<file path="config.mk">
export PLATFORM = sky130hd
export DESIGN_NAME = mem_port_arbiter_flat
export DESIGN_NICKNAME = d
export VERILOG_FILES = /design/src/rtl/mem_arb_pkg.sv /design/src/rtl/mem_port_arbiter_if.sv /design/src/rtl/mem_arb_tag_fifo.sv /design/src/rtl/mem_port_arbiter.sv /design/src/flat_wrapper.sv
export SDC_FILE = /design/constraint.sdc
export NUM_CORES = 1
export LEC_CHECK = 0
export CAP_MARGIN = 15
export CORE_AREA = 2 2 125 127
export DETAILED_ROUTE_END_ITERATION = 7
export DIE_AREA = 0 0 127 129
export PLACE_DENSITY = 0.72
export SYNTH_ARGS = -nofsm -noshare
export SYNTH_HDL_FRONTEND = slang
export SYNTH_HIERARCHICAL = 1
export SYNTH_SLANG_ARGS = --single-unit
</file>
<file path="constraint.sdc">
create_clock -name clk -period 6.5 [get_ports clk]
set_clock_uncertainty 0.2 [all_clocks]
set_input_delay 1.3 -clock clk [delete_from_list [all_inputs] [get_ports clk]]
set_output_delay 1.3 -clock clk [all_outputs]
set_load 0.01 [all_outputs]
</file>
<file path="src/rtl/mem_arb_pkg.sv">
// Shared types and helpers for the three-way memory port arbiter.
package mem_arb_pkg;

    localparam int NUM_REQ = 3;
    localparam int REQ_CPU = 0;
    localparam int REQ_DMA = 1;
    localparam int REQ_ACL = 2;

    typedef logic [1:0] req_id_t;

    typedef struct packed {
        logic    found;
        req_id_t id;
    } rr_sel_t;

    // First eligible requester scanning ptr, ptr+1, ptr+2 (mod 3).
    function automatic rr_sel_t rr_select(input logic [NUM_REQ-1:0] eligible, input req_id_t ptr);
        logic [NUM_REQ-1:0] rot;
        logic [2:0]         sum;
        rr_sel_t            res;
        // Rotate so that rot[0] is the requester at ptr.
        case (ptr)
            2'd1:    rot = {eligible[0], eligible[2], eligible[1]};
            2'd2:    rot = {eligible[1], eligible[0], eligible[2]};
            default: rot = eligible;
        endcase
        res.found = |rot;
        if (rot[0])      sum = {1'b0, ptr};
        else if (rot[1]) sum = {1'b0, ptr} + 3'd1;
        else if (rot[2]) sum = {1'b0, ptr} + 3'd2;
        else             sum = 3'd0;
        if (sum >= 3'd3) sum = sum - 3'd3;
        res.id = sum[1:0];
        return res;
    endfunction

    // Pointer value after requester id has been served.
    function automatic req_id_t rr_next(input req_id_t id);
        return (id == req_id_t'(NUM_REQ - 1)) ? req_id_t'(0) : id + 2'd1;
    endfunction

endpackage

</file>
<file path="src/rtl/mem_port_arbiter_if.sv">
// Requester-side and memory-side bundle of the memory port arbiter.
//
// Handshake: each requester raises req_en[i] with req_wr/req_addr/req_wdata
// and holds them stable; the transfer happens in the one cycle req_ready[i]
// is high. req_ready depends combinationally on mem_ready, so the
// requester-to-memory hand-off adds no cycle. On the memory side a request
// transfers in any cycle with mem_req && mem_ready; read data comes back
// in request order, one beat per mem_rvalid.
interface mem_port_arbiter_if
    import mem_arb_pkg::*;
#(
    parameter int DATA_WIDTH = 32,
    parameter int ADDR_WIDTH = 28
);
    logic [NUM_REQ-1:0]                 req_en;
    logic [NUM_REQ-1:0]                 req_wr;
    logic [NUM_REQ-1:0][ADDR_WIDTH-1:0] req_addr;
    logic [NUM_REQ-1:0][DATA_WIDTH-1:0] req_wdata;
    logic [NUM_REQ-1:0]                 req_ready;
    logic [NUM_REQ-1:0]                 rsp_valid;
    logic [DATA_WIDTH-1:0]              rsp_data;
    logic                               mem_req;
    logic                               mem_wr;
    logic [ADDR_WIDTH-1:0]              mem_addr;
    logic [DATA_WIDTH-1:0]              mem_wdata;
    logic                               mem_ready;
    logic                               mem_rvalid;
    logic [DATA_WIDTH-1:0]              mem_rdata;

    // Arbiter side.
    modport slave (
        input  req_en, req_wr, req_addr, req_wdata, mem_ready, mem_rvalid, mem_rdata,
        output req_ready, rsp_valid, rsp_data, mem_req, mem_wr, mem_addr, mem_wdata
    );

    // Requesters plus memory controller side.
    modport master (
        output req_en, req_wr, req_addr, req_wdata, mem_ready, mem_rvalid, mem_rdata,
        input  req_ready, rsp_valid, rsp_data, mem_req, mem_wr, mem_addr, mem_wdata
    );
endinterface

</file>
<file path="src/rtl/mem_arb_tag_fifo.sv">
// In-order FIFO of requester ids for reads that are still in flight.
module mem_arb_tag_fifo
    import mem_arb_pkg::*;
#(
    parameter int DEPTH = 4
) (
    input  logic                   clk,
    input  logic                   rst,
    input  logic                   push,
    input  logic                   pop,
    input  req_id_t                din,
    output req_id_t                dout,
    output logic                   full,
    output logic                   empty,
    output logic [$clog2(DEPTH):0] count
);
    localparam int AW = $clog2(DEPTH);

    req_id_t       slots [DEPTH];
    logic [AW-1:0] wr_ptr;
    logic [AW-1:0] rd_ptr;
    logic          do_push;
    logic          do_pop;

    assign full    = (count == (AW + 1)'(DEPTH));
    assign empty   = (count == '0);
    assign do_push = push && !full;
    assign do_pop  = pop && !empty;
    assign dout    = slots[rd_ptr];

    // Storage needs no reset; only entries below count are ever read.
    always_ff @(posedge clk) begin
        if (do_push) slots[wr_ptr] <= din;
    end

    // Pointers wrap naturally because DEPTH is a power of two.
    always_ff @(posedge clk or posedge rst) begin
        if (rst) begin
            wr_ptr <= '0;
            rd_ptr <= '0;
            count  <= '0;
        end else begin
            if (do_push) wr_ptr <= wr_ptr + 1'b1;
            if (do_pop)  rd_ptr <= rd_ptr + 1'b1;
            case ({do_push, do_pop})
                2'b10:   count <= count + 1'b1;
                2'b01:   count <= count - 1'b1;
                default: count <= count;
            endcase
        end
    end
endmodule

</file>
<file path="src/rtl/mem_port_arbiter.sv">
// Round-robin sharing of one memory port between CPU, DMA and accelerator,
// with in-order routing of read responses back to the issuing requester.
module mem_port_arbiter
    import mem_arb_pkg::*;
#(
    parameter int DATA_WIDTH      = 32,
    parameter int ADDR_WIDTH      = 28,
    parameter int MAX_OUTSTANDING = 4
) (
    input  logic                             clk,
    input  logic                             rst,
    mem_port_arbiter_if.slave                bus,
    output logic [$clog2(MAX_OUTSTANDING):0] outstanding,
    output logic                             err_unexpected_rsp
);
    localparam int CW = $clog2(MAX_OUTSTANDING) + 1;

    req_id_t               rr_ptr;
    logic [NUM_REQ-1:0]    eligible;
    rr_sel_t               sel;
    logic                  accept;
    logic                  sel_wr;
    logic [ADDR_WIDTH-1:0] sel_addr;
    logic [DATA_WIDTH-1:0] sel_wdata;
    logic                  tag_push;
    logic                  tag_pop;
    logic                  tag_full;
    logic                  tag_empty;
    req_id_t               tag_head;
    logic [CW-1:0]         tag_count;

    // A full tag FIFO blocks readers only; writers never need a tag.
    assign eligible = bus.req_en & (bus.req_wr | {NUM_REQ{~tag_full}});
    assign sel      = rr_select(eligible, rr_ptr);
    assign accept   = sel.found && bus.mem_ready;
    assign tag_push = accept && !sel_wr;
    assign tag_pop  = bus.mem_rvalid && !tag_empty;

    // Mux the selected requester onto the memory port; zeros when idle.
    always_comb begin
        sel_wr    = 1'b0;
        sel_addr  = '0;
        sel_wdata = '0;
        for (int i = 0; i < NUM_REQ; i++) begin
            if (sel.found && sel.id == req_id_t'(i)) begin
                sel_wr    = bus.req_wr[i];
                sel_addr  = bus.req_addr[i];
                sel_wdata = bus.req_wdata[i];
            end
        end
    end

    assign bus.mem_req   = sel.found;
    assign bus.mem_wr    = sel_wr;
    assign bus.mem_addr  = sel_addr;
    assign bus.mem_wdata = sel_wdata;

    // Handshake back to the requester whose request memory took this cycle.
    always_comb begin
        bus.req_ready = '0;
        for (int i = 0; i < NUM_REQ; i++) begin
            bus.req_ready[i] = accept && (sel.id == req_id_t'(i));
        end
    end

    // Pointer moves only on an actual transfer, so a stall never skips anyone.
    always_ff @(posedge clk or posedge rst) begin
        if (rst)         rr_ptr <= '0;
        else if (accept) rr_ptr <= rr_next(sel.id);
    end

    mem_arb_tag_fifo #(
        .DEPTH (MAX_OUTSTANDING)
    ) u_tag_fifo (
        .clk   (clk),
        .rst   (rst),
        .push  (tag_push),
        .pop   (tag_pop),
        .din   (sel.id),
        .dout  (tag_head),
        .full  (tag_full),
        .empty (tag_empty),
        .count (tag_count)
    );

    assign outstanding = tag_count;

    // Register read data one cycle and steer it by the head tag; a beat with
    // no read in flight is dropped and latched as an error.
    always_ff @(posedge clk or posedge rst) begin
        if (rst) begin
            bus.rsp_valid      <= '0;
            bus.rsp_data       <= '0;
            err_unexpected_rsp <= 1'b0;
        end else begin
            bus.rsp_valid <= tag_pop ? (NUM_REQ'(1) << tag_head) : '0;
            if (tag_pop) bus.rsp_data <= bus.mem_rdata;
            if (bus.mem_rvalid && tag_empty) err_unexpected_rsp <= 1'b1;
        end
    end

    a_req_ready_onehot0: assert property (@(posedge clk) disable iff (rst) $onehot0(bus.req_ready));
    a_rsp_valid_onehot0: assert property (@(posedge clk) disable iff (rst) $onehot0(bus.rsp_valid));
    a_outstanding_max:   assert property (@(posedge clk) disable iff (rst)
                                          outstanding <= CW'(MAX_OUTSTANDING));
endmodule

</file>
<file path="src/flat_wrapper.sv">
// flat-port wrapper written by rule: the top's interface ports become plain ports
module mem_port_arbiter_flat import mem_arb_pkg::*;
#(
    parameter int DATA_WIDTH      = 32,
    parameter int ADDR_WIDTH      = 28,
    parameter int MAX_OUTSTANDING = 4
)
  (clk, rst, outstanding, err_unexpected_rsp, bus_req_en, bus_req_wr, bus_req_addr, bus_req_wdata, bus_mem_ready, bus_mem_rvalid, bus_mem_rdata, bus_req_ready, bus_rsp_valid, bus_rsp_data, bus_mem_req, bus_mem_wr, bus_mem_addr, bus_mem_wdata);
  mem_port_arbiter_if #(.DATA_WIDTH(DATA_WIDTH), .ADDR_WIDTH(ADDR_WIDTH)) bus_i ();
  input  logic clk;
  input  logic rst;
  output logic [$clog2(MAX_OUTSTANDING):0] outstanding;
  output logic err_unexpected_rsp;
  input wire logic [$bits(bus_i.req_en)-1:0] bus_req_en;
  input wire logic [$bits(bus_i.req_wr)-1:0] bus_req_wr;
  input wire logic [$bits(bus_i.req_addr)-1:0] bus_req_addr;
  input wire logic [$bits(bus_i.req_wdata)-1:0] bus_req_wdata;
  input wire logic [$bits(bus_i.mem_ready)-1:0] bus_mem_ready;
  input wire logic [$bits(bus_i.mem_rvalid)-1:0] bus_mem_rvalid;
  input wire logic [$bits(bus_i.mem_rdata)-1:0] bus_mem_rdata;
  output wire logic [$bits(bus_i.req_ready)-1:0] bus_req_ready;
  output wire logic [$bits(bus_i.rsp_valid)-1:0] bus_rsp_valid;
  output wire logic [$bits(bus_i.rsp_data)-1:0] bus_rsp_data;
  output wire logic [$bits(bus_i.mem_req)-1:0] bus_mem_req;
  output wire logic [$bits(bus_i.mem_wr)-1:0] bus_mem_wr;
  output wire logic [$bits(bus_i.mem_addr)-1:0] bus_mem_addr;
  output wire logic [$bits(bus_i.mem_wdata)-1:0] bus_mem_wdata;
  assign bus_i.req_en = bus_req_en;
  assign bus_i.req_wr = bus_req_wr;
  assign bus_i.req_addr = bus_req_addr;
  assign bus_i.req_wdata = bus_req_wdata;
  assign bus_i.mem_ready = bus_mem_ready;
  assign bus_i.mem_rvalid = bus_mem_rvalid;
  assign bus_i.mem_rdata = bus_mem_rdata;
  assign bus_req_ready = bus_i.req_ready;
  assign bus_rsp_valid = bus_i.rsp_valid;
  assign bus_rsp_data = bus_i.rsp_data;
  assign bus_mem_req = bus_i.mem_req;
  assign bus_mem_wr = bus_i.mem_wr;
  assign bus_mem_addr = bus_i.mem_addr;
  assign bus_mem_wdata = bus_i.mem_wdata;
  mem_port_arbiter #(.DATA_WIDTH(DATA_WIDTH), .ADDR_WIDTH(ADDR_WIDTH), .MAX_OUTSTANDING(MAX_OUTSTANDING)) u_core (.clk(clk), .rst(rst), .bus(bus_i), .outstanding(outstanding), .err_unexpected_rsp(err_unexpected_rsp));
endmodule
</file>
# Yosys cells after proc, flatten, opt, wreduce, memory -nomap -nowiden
# Memories as Yosys holds them, arrays and structs flattened.
# Cells that the tools add are included.
[totals]
wordCells = 66
input_bits = 222
mem_count = 1
register_bits = 45
ram_bits = 8
out_inout_bits = 104
[mem_list]
columns = ["name", "depth", "width", "read_ports", "rd_clocked_by_memory_dff", "write_ports", "line_no", "text"]
rows = [
  ["u_core.u_tag_fifo.slots", 4, 2, 1, 0, 1, "mem_arb_tag_fifo.sv:19", "req_id_t slots [DEPTH];"],
]
[classes]
magnitude_cmp = 1
bitwise_logic = 3
n_addsub = 8
n_eq_ne = 7
n_reduce_logical = 19
mux = 19
shifts = 1
[ops]
columns = ["operator", "count"]
rows = [
  ["32-bit two-way mux", 3],
  ["28-bit two-way mux", 3],
  ["1-bit logical AND", 12],
  ["3-bit two-way mux", 4],
  ["3-bit case mux with 2 select lines", 2],
  ["2-bit by 1-bit adder with 2-bit output, second input constant", 3],
  ["2-bit by 1-bit == test with 1-bit output, second input constant", 3],
  ["2-bit == test, second input constant", 3],
  ["1-bit two-way mux", 5],
  ["2-bit two-way mux", 2],
  ["2-bit by 1-bit adder with 3-bit output, second input constant", 1],
  ["2-bit by 2-bit adder with 3-bit output, second input constant", 1],
  ["3-bit by 1-bit adder with 3-bit output, second input constant", 1],
  ["3-bit bitwise AND", 1],
  ["3-bit == test, second input constant", 1],
  ["3-bit by 2-bit >= comparator with 1-bit output, second input constant", 1],
  ["1-bit logical NOT", 3],
  ["3-bit logical NOT", 1],
  ["3-bit bitwise OR", 1],
  ["3-bit OR reduction", 1],
  ["1-bit by 2-bit << shifter with 3-bit output, first input constant", 1],
  ["3-bit by 1-bit subtractor with 3-bit output, second input constant", 1],
  ["2-bit logical NOT", 1],
  ["2-bit nonzero test", 1],
  ["other kinds (2)", 2],
]

# Longest topological paths before layout
# Gate-level depths: netlist (run 1).
[depth]
word_depth = 20
mapped_depth = 25
depth_no_buf = 23

# Hierarchy
# Netlist (run 1), hierarchy kept.
[modules_own_cells]
columns = ["module", "n_inst", "cells_each", "area_per_inst_um2", "seq_area_each_um2"]
rows = [
  ["mem_port_arbiter", 1, 365, 3026.7, 950.9],
  ["mem_arb_tag_fifo", 1, 48, 729.4, 415.4],
]

# Worst setup path before layout (run 1)
# OpenSTA, ideal clock, no wires.
[synth_timing]
kind = "input to output"
from = "input port bus_req_wr[1]"
to = "output port bus_mem_addr[19]"
path_stages = 14
path_slack_ns = 0.900
required_time_ns = 5.000
t_arrival_ns = 4.100
cell_sequence = "nand2b_1 > and2_1 > a32o_2 > o2111a_2 > nand2_1 > inv_1 > ha_1 > or2_2 > o21a_1 > a211o_1 > a21o_4 > buf_6 > and3_1 > a221o_1"
[synth_via]
elab_chain_cells = 13
word_cells_on_any_way = 19
classes_between = "add/sub (1); order compare (1); eq/ne (2); mux (8); bitwise (2); reduce/logical (5)"
[synth_lines]
columns = ["item", "line_no", "text"]
rows = [
  ["start, declared", "flat_wrapper.sv:15", "input wire logic [$bits(bus_i.req_wr)-1:0] bus_req_wr;"],
  ["3-bit bitwise OR *", "mem_port_arbiter.sv:33", "assign eligible = bus.req_en & (bus.req_wr | {NUM_REQ{~tag_full}});"],
  ["3-bit bitwise AND *", "mem_port_arbiter.sv:33", ""],
  ["3-bit case mux with 2 select lines *", "mem_arb_pkg.sv:22", "case (ptr)"],
  ["3-bit two-way mux", "mem_arb_pkg.sv:30", "else if (rot[2]) sum = {1'b0, ptr} + 3'd2;"],
  ["3-bit two-way mux", "mem_arb_pkg.sv:29", "else if (rot[1]) sum = {1'b0, ptr} + 3'd1;"],
  ["3-bit two-way mux", "mem_arb_pkg.sv:28", "if (rot[0]) sum = {1'b0, ptr};"],
  ["3-bit by 2-bit >= comparator with 1-bit output / 2-bit subtractor (equally long branches)", "mem_arb_pkg.sv:32", "if (sum >= 3'd3) sum = sum - 3'd3;"],
  ["2-bit two-way mux", "mem_arb_pkg.sv:32", ""],
  ["2-bit logical NOT", "mem_port_arbiter.sv:45", "if (sel.found && sel.id == req_id_t'(i)) begin"],
  ["1-bit logical AND", "mem_port_arbiter.sv:45", ""],
  ["28-bit two-way mux (2 in a row)", "mem_port_arbiter.sv:45", ""],
  ["28-bit two-way mux *", "mem_port_arbiter.sv:45", ""],
  ["end, declared", "flat_wrapper.sv:26", "output wire logic [$bits(bus_i.mem_addr)-1:0] bus_mem_addr;"],
]
# Mark *: on every way between the ends. The rest lies on a longest branch, timed or not.

# Worst setup path after layout (run 1)
[layout_timing]
from = "input port bus_req_wr[1]"
to = "output port bus_mem_wdata[24]"
[layout_via]
elab_chain_cells = 13
word_cells_on_any_way = 19
classes_between = "add/sub (1); order compare (1); eq/ne (2); mux (8); bitwise (2); reduce/logical (5)"
[layout_lines]
columns = ["item", "line_no", "text"]
rows = [
  ["3-bit bitwise OR *", "mem_port_arbiter.sv:33", ""],
  ["3-bit bitwise AND *", "mem_port_arbiter.sv:33", ""],
  ["3-bit case mux with 2 select lines *", "mem_arb_pkg.sv:22", ""],
  ["3-bit two-way mux", "mem_arb_pkg.sv:30", ""],
  ["3-bit two-way mux", "mem_arb_pkg.sv:29", ""],
  ["3-bit two-way mux", "mem_arb_pkg.sv:28", ""],
  ["3-bit by 2-bit >= comparator with 1-bit output / 2-bit subtractor (equally long branches)", "mem_arb_pkg.sv:32", ""],
  ["2-bit two-way mux", "mem_arb_pkg.sv:32", ""],
  ["2-bit logical NOT", "mem_port_arbiter.sv:45", ""],
  ["1-bit logical AND", "mem_port_arbiter.sv:45", ""],
  ["32-bit two-way mux (2 in a row)", "mem_port_arbiter.sv:45", ""],
  ["32-bit two-way mux *", "mem_port_arbiter.sv:45", ""],
  ["end, declared", "flat_wrapper.sv:27", "output wire logic [$bits(bus_i.mem_wdata)-1:0] bus_mem_wdata;"],
]
# Marks and branches as above.

==> flow_summary.toml, run 1 <==
[worst_hold_path]
holdCritPathClass = "reg -> reg"

[detailed_routing]
wl_met2_microns = 9270
drt.antenna.violating_nets = 0
wl_per_cell_microns = 20.2
vias_per_cell = 5.04
drt-pass1-iter-count = 4
met3WireLength_microns = 2070
topRoutingLayerUsed = "met4"
num_vias = 4747
routedLengthMet1_microns = 7160
drt_iter0_markers = 230
drc = 0
routed_wl_microns = 19000

[floorplan]
core_sq_um = 15000
rows = 45
die_h_microns = 129
initial_utilization_pct = 25.1
die_area_sq_um = 16400
io_pins = 326
die_w_microns = 127

[power_and_ir_drop]
p_leak_nw = 3.61
peakVddDrop_mv = 0.459
powerDensity_nw_per_um2 = 675

[placement]
portBuffers = 325
place.gp.congestion = 0.923
hpwl_microns = 14700

[critical_path]
start_kind = "input port"
path_max_fanout = 15
worstPathRequired_ns = 5.00
slowest_delay_ns = 0.42
crit_path_end_kind = "output pin"
crit_chain = "clkdlybuf4s50_1 -> nand2b_4 -> a211oi_2 -> nand4_1 -> o2111a_2 -> nand2_1 -> inv_1 -> ha_1 -> or2_2 -> o21a_1 -> a211o_1 -> buf_4 -> a21o_2 -> and3_1 -> a221o_1 -> dlygate4sd2_1"
crit_type = "in -> out"
crit_arrival_ns = 4.98
cp_slowest_cell = "clkdlybuf4s50_1"

[cts]
clk_latency_ns = 0.29
cts.clk_slew.worst_paths_ns = 0.07
cts_sinks = 53
numCtsBuffers = 5
cts-hold-fix-buffers = 0
ctsRootBufferMaster = "clkbuf_16"
htree_levels = 2
cts_tree = "built"
clockBufferDepth = 2

[flow_run]
maxCapViolCount = 0

[timing]
tns_ns = 0
worst_pin_slew_ns = 0.480
setup-violations-final = 0
rsz0062_at_grt = "yes"
slew_headroom_pct = 68.0
post-route-min-period_ns = 6.48
holdWs_ns = 0.267
max_freq_mhz = 154
drv_slew = 0
period_share_pct = 99.6
hold_viol = 0

[logic_synthesis]
ys_types = 57
syn_nets = 645
ys_seq_area_share_pct = 36.4
synth.top_cell.area_share_pct = 30.0
synthCells = 413
yosysTopAreaCell = "dfrtp_1"
synth_enable_flop_cells = 8
synthFlopType = "dfrtp_1"
synth.area.top_cells = "dfrtp_1 30%, a221o_1 16%, and3_1 10%, nand2_1 10%, edfxtp_1 6.4%"
synth.avg_cell_area_sq_um = 9.09
syn_area_sq_um = 3760
yosys_register_bits = 53
async_reset_ff_share_pct = 84.9
ys_warn_count = 6

[layout]
syn_to_final_growth_pct = 103
layout-drive-gt1-share_pct = 9.15
finalNetCount = 985
diodes = 0

[grt]
grt_pass1_wl_microns = 27400
grt_pass1_vias = 4909
antenna_found_initial = 0
overflow = 0
grt_start_max_net_pins = 39
track_usage_pct = 21.8

[status]
status = "finished, final reports clean"
## what timing repair did
| action | CTS | global route |
|---|---|---|
| cloned | 3 | 2 |
| pin swaps | 2 | 0 |
| buffers inserted | 4 | 0 |
| endpoints found under the setup margin | 63 | 62 |
| gates resized for setup | 69 | 3 |
## cell usage after synthesis (5+ instances only)
library cell / n
ha_1: 9
inv_1: 16
a21oi_1: 5
nand2_1: 101
nand3_1: 5
clkbuf_1: 9
and3_1: 61
nor2_1: 5
a21o_1: 5
buf_6: 6
a221o_1: 60
buf_2: 14
edfxtp_1: 8
dfrtp_1: 45
and2_1: 5
## kinds of logic after synthesis
| group | Yosys count | share of synthesized area (%) |
|---|---|---|
| XOR/XNOR | 6 | 1.40 |
| adder cells (fa/ha/maj) | 10 | 3.53 |
| AND/OR/NAND/NOR | 196 | 26.3 |
| buffers and inverters | 48 | 6.46 |
| flip-flops | 53 | 36.4 |
| multiplexers | 7 | 2.76 |
| AO/OA/AOI/OAI | 93 | 23.2 |
## registers in the layout (all words and copies together) (netlist names)
signal	cells
u_core/err_unexpected_rsp	1
u_core/u_tag_fifo/rd_ptr	2
u_core/bus.rsp_valid	3
u_core/u_tag_fifo/wr_ptr	2
u_core/u_tag_fifo/slots	8
u_core/u_tag_fifo/count	3
u_core/rr_ptr	2
u_core/bus.rsp_data	32
## area by class of cell
type	count	area [sq um]
Fill cell	1383	7360
Clock buffer	6	150
Inverter	16	60.1
Timing Repair Buffer	361	3540
Tap cell	188	235
Sequential cell	53	1370
Multi-Input combinational cell	316	2230
Clock inverter	2	35.0
## cell usage in the layout (no fill, tap or decap), types with 2 or more instances in the layout
cell / n
nand2_1: 101
nand2b_1: 2
mux2_2: 2
a211o_1: 2
edfxtp_1: 8
nor2_1: 5
buf_12: 4
and2_2: 2
a21oi_1: 5
and3_1: 61
clkdlybuf4s50_1: 263
buf_4: 28
dlygate4sd2_1: 61
nor3b_1: 2
ha_1: 9
and2_1: 5
a22oi_1: 3
a21o_2: 2
xor2_1: 3
a21o_1: 5
clkbuf_16: 6
dfrtp_1: 45
nand3_1: 5
nor3_1: 2
a221o_1: 60
mux4_2: 2
xnor2_1: 3
a21o_4: 3
o21a_1: 2
buf_6: 2
inv_1: 16
## report_power, final
part / internal, W / switching, W
registers: 0.000479 / 0.0000861
clock network: 0.000204 / 0.000111
logic: 0.00212 / 0.00214
total: 0.00280 / 0.00234
## metal layers
metal	vias up	track usage (%)
met5	-	0
met4	0	7.30
met3	30	7.61
met2	259	37.9
met1	2232	25.2
li1	2226	-
## through the flow
stage,setup slack [ns],instances,cell area [sq um],total power [W],util [%]
6_report,0.0246,942,7620,0.00514,50.9
4_1_cts,0.0342,940,7590,0.00507,50.7
3_3_place_gp,-0.180,925,7350,0.00482,49.1
3_5_place_dp,-0.225,925,7350,0.00485,49.1
2_1_floorplan,0.900,413,3760,0.00278,-
5_1_grt,-0.0812,942,7620,0.00549,50.9
## final timing paths
| kind | startpoint | slack [ns] | to | cells past startpoint |
|---|---|---|---|---|
| max in group asynchronous | rst | 4.50 | u_core/bus.rsp_data[19] | 3 |
| hold reg to reg | u_core/err_unexpected_rsp | 0.27 | u_core/err_unexpected_rsp | 1 |
| setup / recovery | bus_req_wr[1] | 0.02 | bus_mem_wdata[24] | 16 |
| min in group asynchronous | rst | 1.09 | u_core/u_tag_fifo/wr_ptr[1] | 2 |
| hold / removal | u_core/err_unexpected_rsp | 0.27 | u_core/err_unexpected_rsp | 1 |
| setup reg to reg | u_core/u_tag_fifo/count[0] | 1.11 | u_core/u_tag_fifo/count[2] | 23 |
## worst max-delay path, delay by kind of cell
| kind | cells | cell delay, ns |
|---|---|---|
| simple gates | 5 | 0.96 |
| fa+ha+maj | 1 | 0.20 |
| compound gates | 6 | 1.56 |
| buf+inv | 4 | 0.93 |
No activity file was read; power rests on OpenSTA's default activity.
==> run 2: changes to the inputs <==
--- a/config.mk
+++ b/config.mk
@@ -7,6 +7,7 @@
 export LEC_CHECK = 0
 export CAP_MARGIN = 15
 export CORE_AREA = 2 2 125 127
+export CTS_BUF_LIST = sky130_fd_sc_hd__clkbuf_16
 export DETAILED_ROUTE_END_ITERATION = 7
 export DIE_AREA = 0 0 127 129
 export PLACE_DENSITY = 0.72
==> results of run 2 <==
The final DEF is identical to that of run 1; final timing and power are the same.
==> run 3: changes to the inputs <==
--- a/config.mk
+++ b/config.mk
@@ -5,6 +5,7 @@
 export SDC_FILE = /design/constraint.sdc
 export NUM_CORES = 1
 export LEC_CHECK = 0
+export ABC_AREA = 1
 export CAP_MARGIN = 15
 export CORE_AREA = 2 2 125 127
 export CTS_BUF_LIST = sky130_fd_sc_hd__clkbuf_16
==> run 3 against run 2 <==
  * Hold slack worse by 0.013 ns
  * Synthesized cell count grew 40%
  * Global-route usage shrank 3.0 points
  * Non-clock buffer count is 28 lower
  * Cell area shrank 4.2%
  * First-iteration DRC count shrank 21%
  * Largest cell class unchanged
  * Highest routed layer is now met5
==> flow_summary.toml, run 3 <==
[status]
status = "finished, final reports clean"

[detailed_routing]
drt_iter0_markers = 181
num_vias = 4807
wl_per_cell_microns = 15.1
vias_per_cell = 4.44
drt-pass1-iter-count = 4
drc = 0
routed_wl_microns = 16400
drt.antenna.violating_nets = 0

[grt]
overflow = 0
grt_pass1_vias = 4676
grt_pass1_wl_microns = 24200
grt_start_max_net_pins = 51
antenna_found_initial = 2
track_usage_pct = 18.9

[timing]
worst_pin_slew_ns = 1.00
hold_viol = 0
rsz0062_at_grt = "no"
period_share_pct = 93.4
post-route-min-period_ns = 6.07
slew_headroom_pct = 32.9
setup-violations-final = 0
drv_slew = 0
max_freq_mhz = 165
tns_ns = 0

[logic_synthesis]
yosysMostFrequentCell = "nand2_1"
ys_types = 28
synth.area.top_cells = "nand2_1 32%, dfrtp_1 30%, nand3_1 11%, edfxtp_1 6.4%, inv_1 3.8%"
syn_area_sq_um = 3740
ys_seq_area_share_pct = 36.5
yosys_register_bits = 53
async_reset_ff_share_pct = 84.9
synthCells = 577
synth.top_cell.area_share_pct = 32.0
synth.avg_cell_area_sq_um = 6.49
syn_nets = 809
ys_warn_count = 6
synthFlopType = "dfrtp_1"
yosysTopAreaCell = "nand2_1"
synth_common_cells = "319 x nand2_1, 83 x nand3_1, 45 x dfrtp_1"
synth_enable_flop_cells = 8

[cts]
post_cts_resized = 0
cts.clk_slew.worst_paths_ns = 0.07
cts_setup_buffers = 0
clockBufferDepth = 2
ctsRootBufferMaster = "clkbuf_16"
cts-hold-fix-buffers = 0
htree_levels = 2
cts_tree = "built"
numCtsBuffers = 5
clk_latency_ns = 0.29
cts_sinks = 53

[layout]
layout-drive-gt1-share_pct = 4.59
final_common_cell = "clkdlybuf4s50_1"
largest_reg_flops = 32
layout_common_cells = "325 x clkdlybuf4s50_1, 319 x nand2_1, 83 x nand3_1"
regMostFlops = "u_core/bus.rsp_data"
syn_to_final_growth_pct = 95.1
seqCellArea_sq_um = 1370
fillers = 1522
finalNetCount = 1125
fin_util_pct = 48.7
multi_input_area_sq_um = 2040
reg_top3 = "u_core/bus.rsp_data (32), u_core/u_tag_fifo/slots (8)"

[critical_path]
worstPathRequired_ns = 5.00
crit_type = "in -> out"
slowest_delay_ns = 0.58
cp_slowest_cell = "clkdlybuf4s50_1"
crit_buf_inv = 9
start_kind = "input port"
crit_arrival_ns = 4.57
path_max_fanout = 42
crit_path_end_kind = "output pin"
critPathMostFrequentCell = "nand2_1"
critPathTopFamily = "buffers and inverters"

[placement]
portBuffers = 325
place.gp.congestion = 0.857
hpwl_microns = 13400

[floorplan]
die_area_sq_um = 16400
die_w_microns = 127
die_h_microns = 129
io_pins = 326
core_sq_um = 15000
rows = 45
initial_utilization_pct = 25.0

[worst_hold_path]
holdCritPathClass = "reg -> reg"

[flow_run]
maxCapViolCount = 0
[run 3: cell types whose count changed after synthesis, moves of 5 or more]
cell,previous run,this run
nand3_1,5,83
buf_2,14,6
inv_2,0,8
a221o_1,60,0
a21oi_1,5,0
buf_4,0,6
nor2_1,5,11
inv_1,16,38
nand2_1,101,319
nand3_2,0,5
and3_1,61,0
and2_1,5,0
[run 3: worst paths after layout]
kind | startpoint | to | slack [ns] | cells past startpoint
max | bus_req_wr[2] | bus_mem_wdata[25] | 0.43 | 25
min | u_core/err_unexpected_rsp | u_core/err_unexpected_rsp | 0.25 | 1
max reg2reg | u_core/rr_ptr[0] | u_core/u_tag_fifo/count[2] | 2.46 | 27
min reg2reg | u_core/err_unexpected_rsp | u_core/err_unexpected_rsp | 0.25 | 1
max in group asynchronous | rst | u_core/bus.rsp_data[6] | 4.24 | 3
min in group asynchronous | rst | u_core/u_tag_fifo/wr_ptr[1] | 1.09 | 2
[run 3: metal layers]
layer,vias up,track usage [%],part of all wire (%)
li1,2435,-,-
met1,2150,20.8,39
met2,200,35.2,51
met3,20,6.44,9.0
met4,2,3.94,1.3
met5,-,0,0.067
[run 3: layout make-up]
| class | instances | share of cell area (%) |
|---|---|---|
| Antenna cell | 1 | 0.0343 |
| Clock buffer | 5 | 1.71 |
| Clock inverter | 3 | 0.274 |
| Inverter | 47 | 2.42 |
| Multi-Input combinational cell | 453 | 27.9 |
| Sequential cell | 53 | 18.7 |
| Tap cell | 188 | 3.22 |
| Timing Repair Buffer | 333 | 45.7 |
[run 3: per-stage QoR]
stage | cell area [sq um] | hold WS (ns) | worst slack [ns] | std cells
2_1_floorplan | 3740 | 0.282 | 1.89 | 577
3_3_place_gp | 7150 | 0.241 | 0.498 | 1074
3_5_place_dp | 7150 | 0.244 | 0.421 | 1074
4_1_cts | 7300 | 0.259 | 0.407 | 1082
5_1_grt | 7300 | 0.283 | 0.108 | 1082
6_report | 7300 | 0.254 | 0.428 | 1083
[run 3: logic make-up after synthesis]
kind of cell	share of synthesized area, %
xor gates and xnor gates	0.234
AOI/OAI and AO/OA	1.50
and+or+nand+nor	49.1
DFF	36.5
adders and majority gates	3.54
buffers and inverters	9.13
Power of run 3 is not shown: default switching activity piles up to over one toggle a cycle in this logic, so the estimate is an artifact.
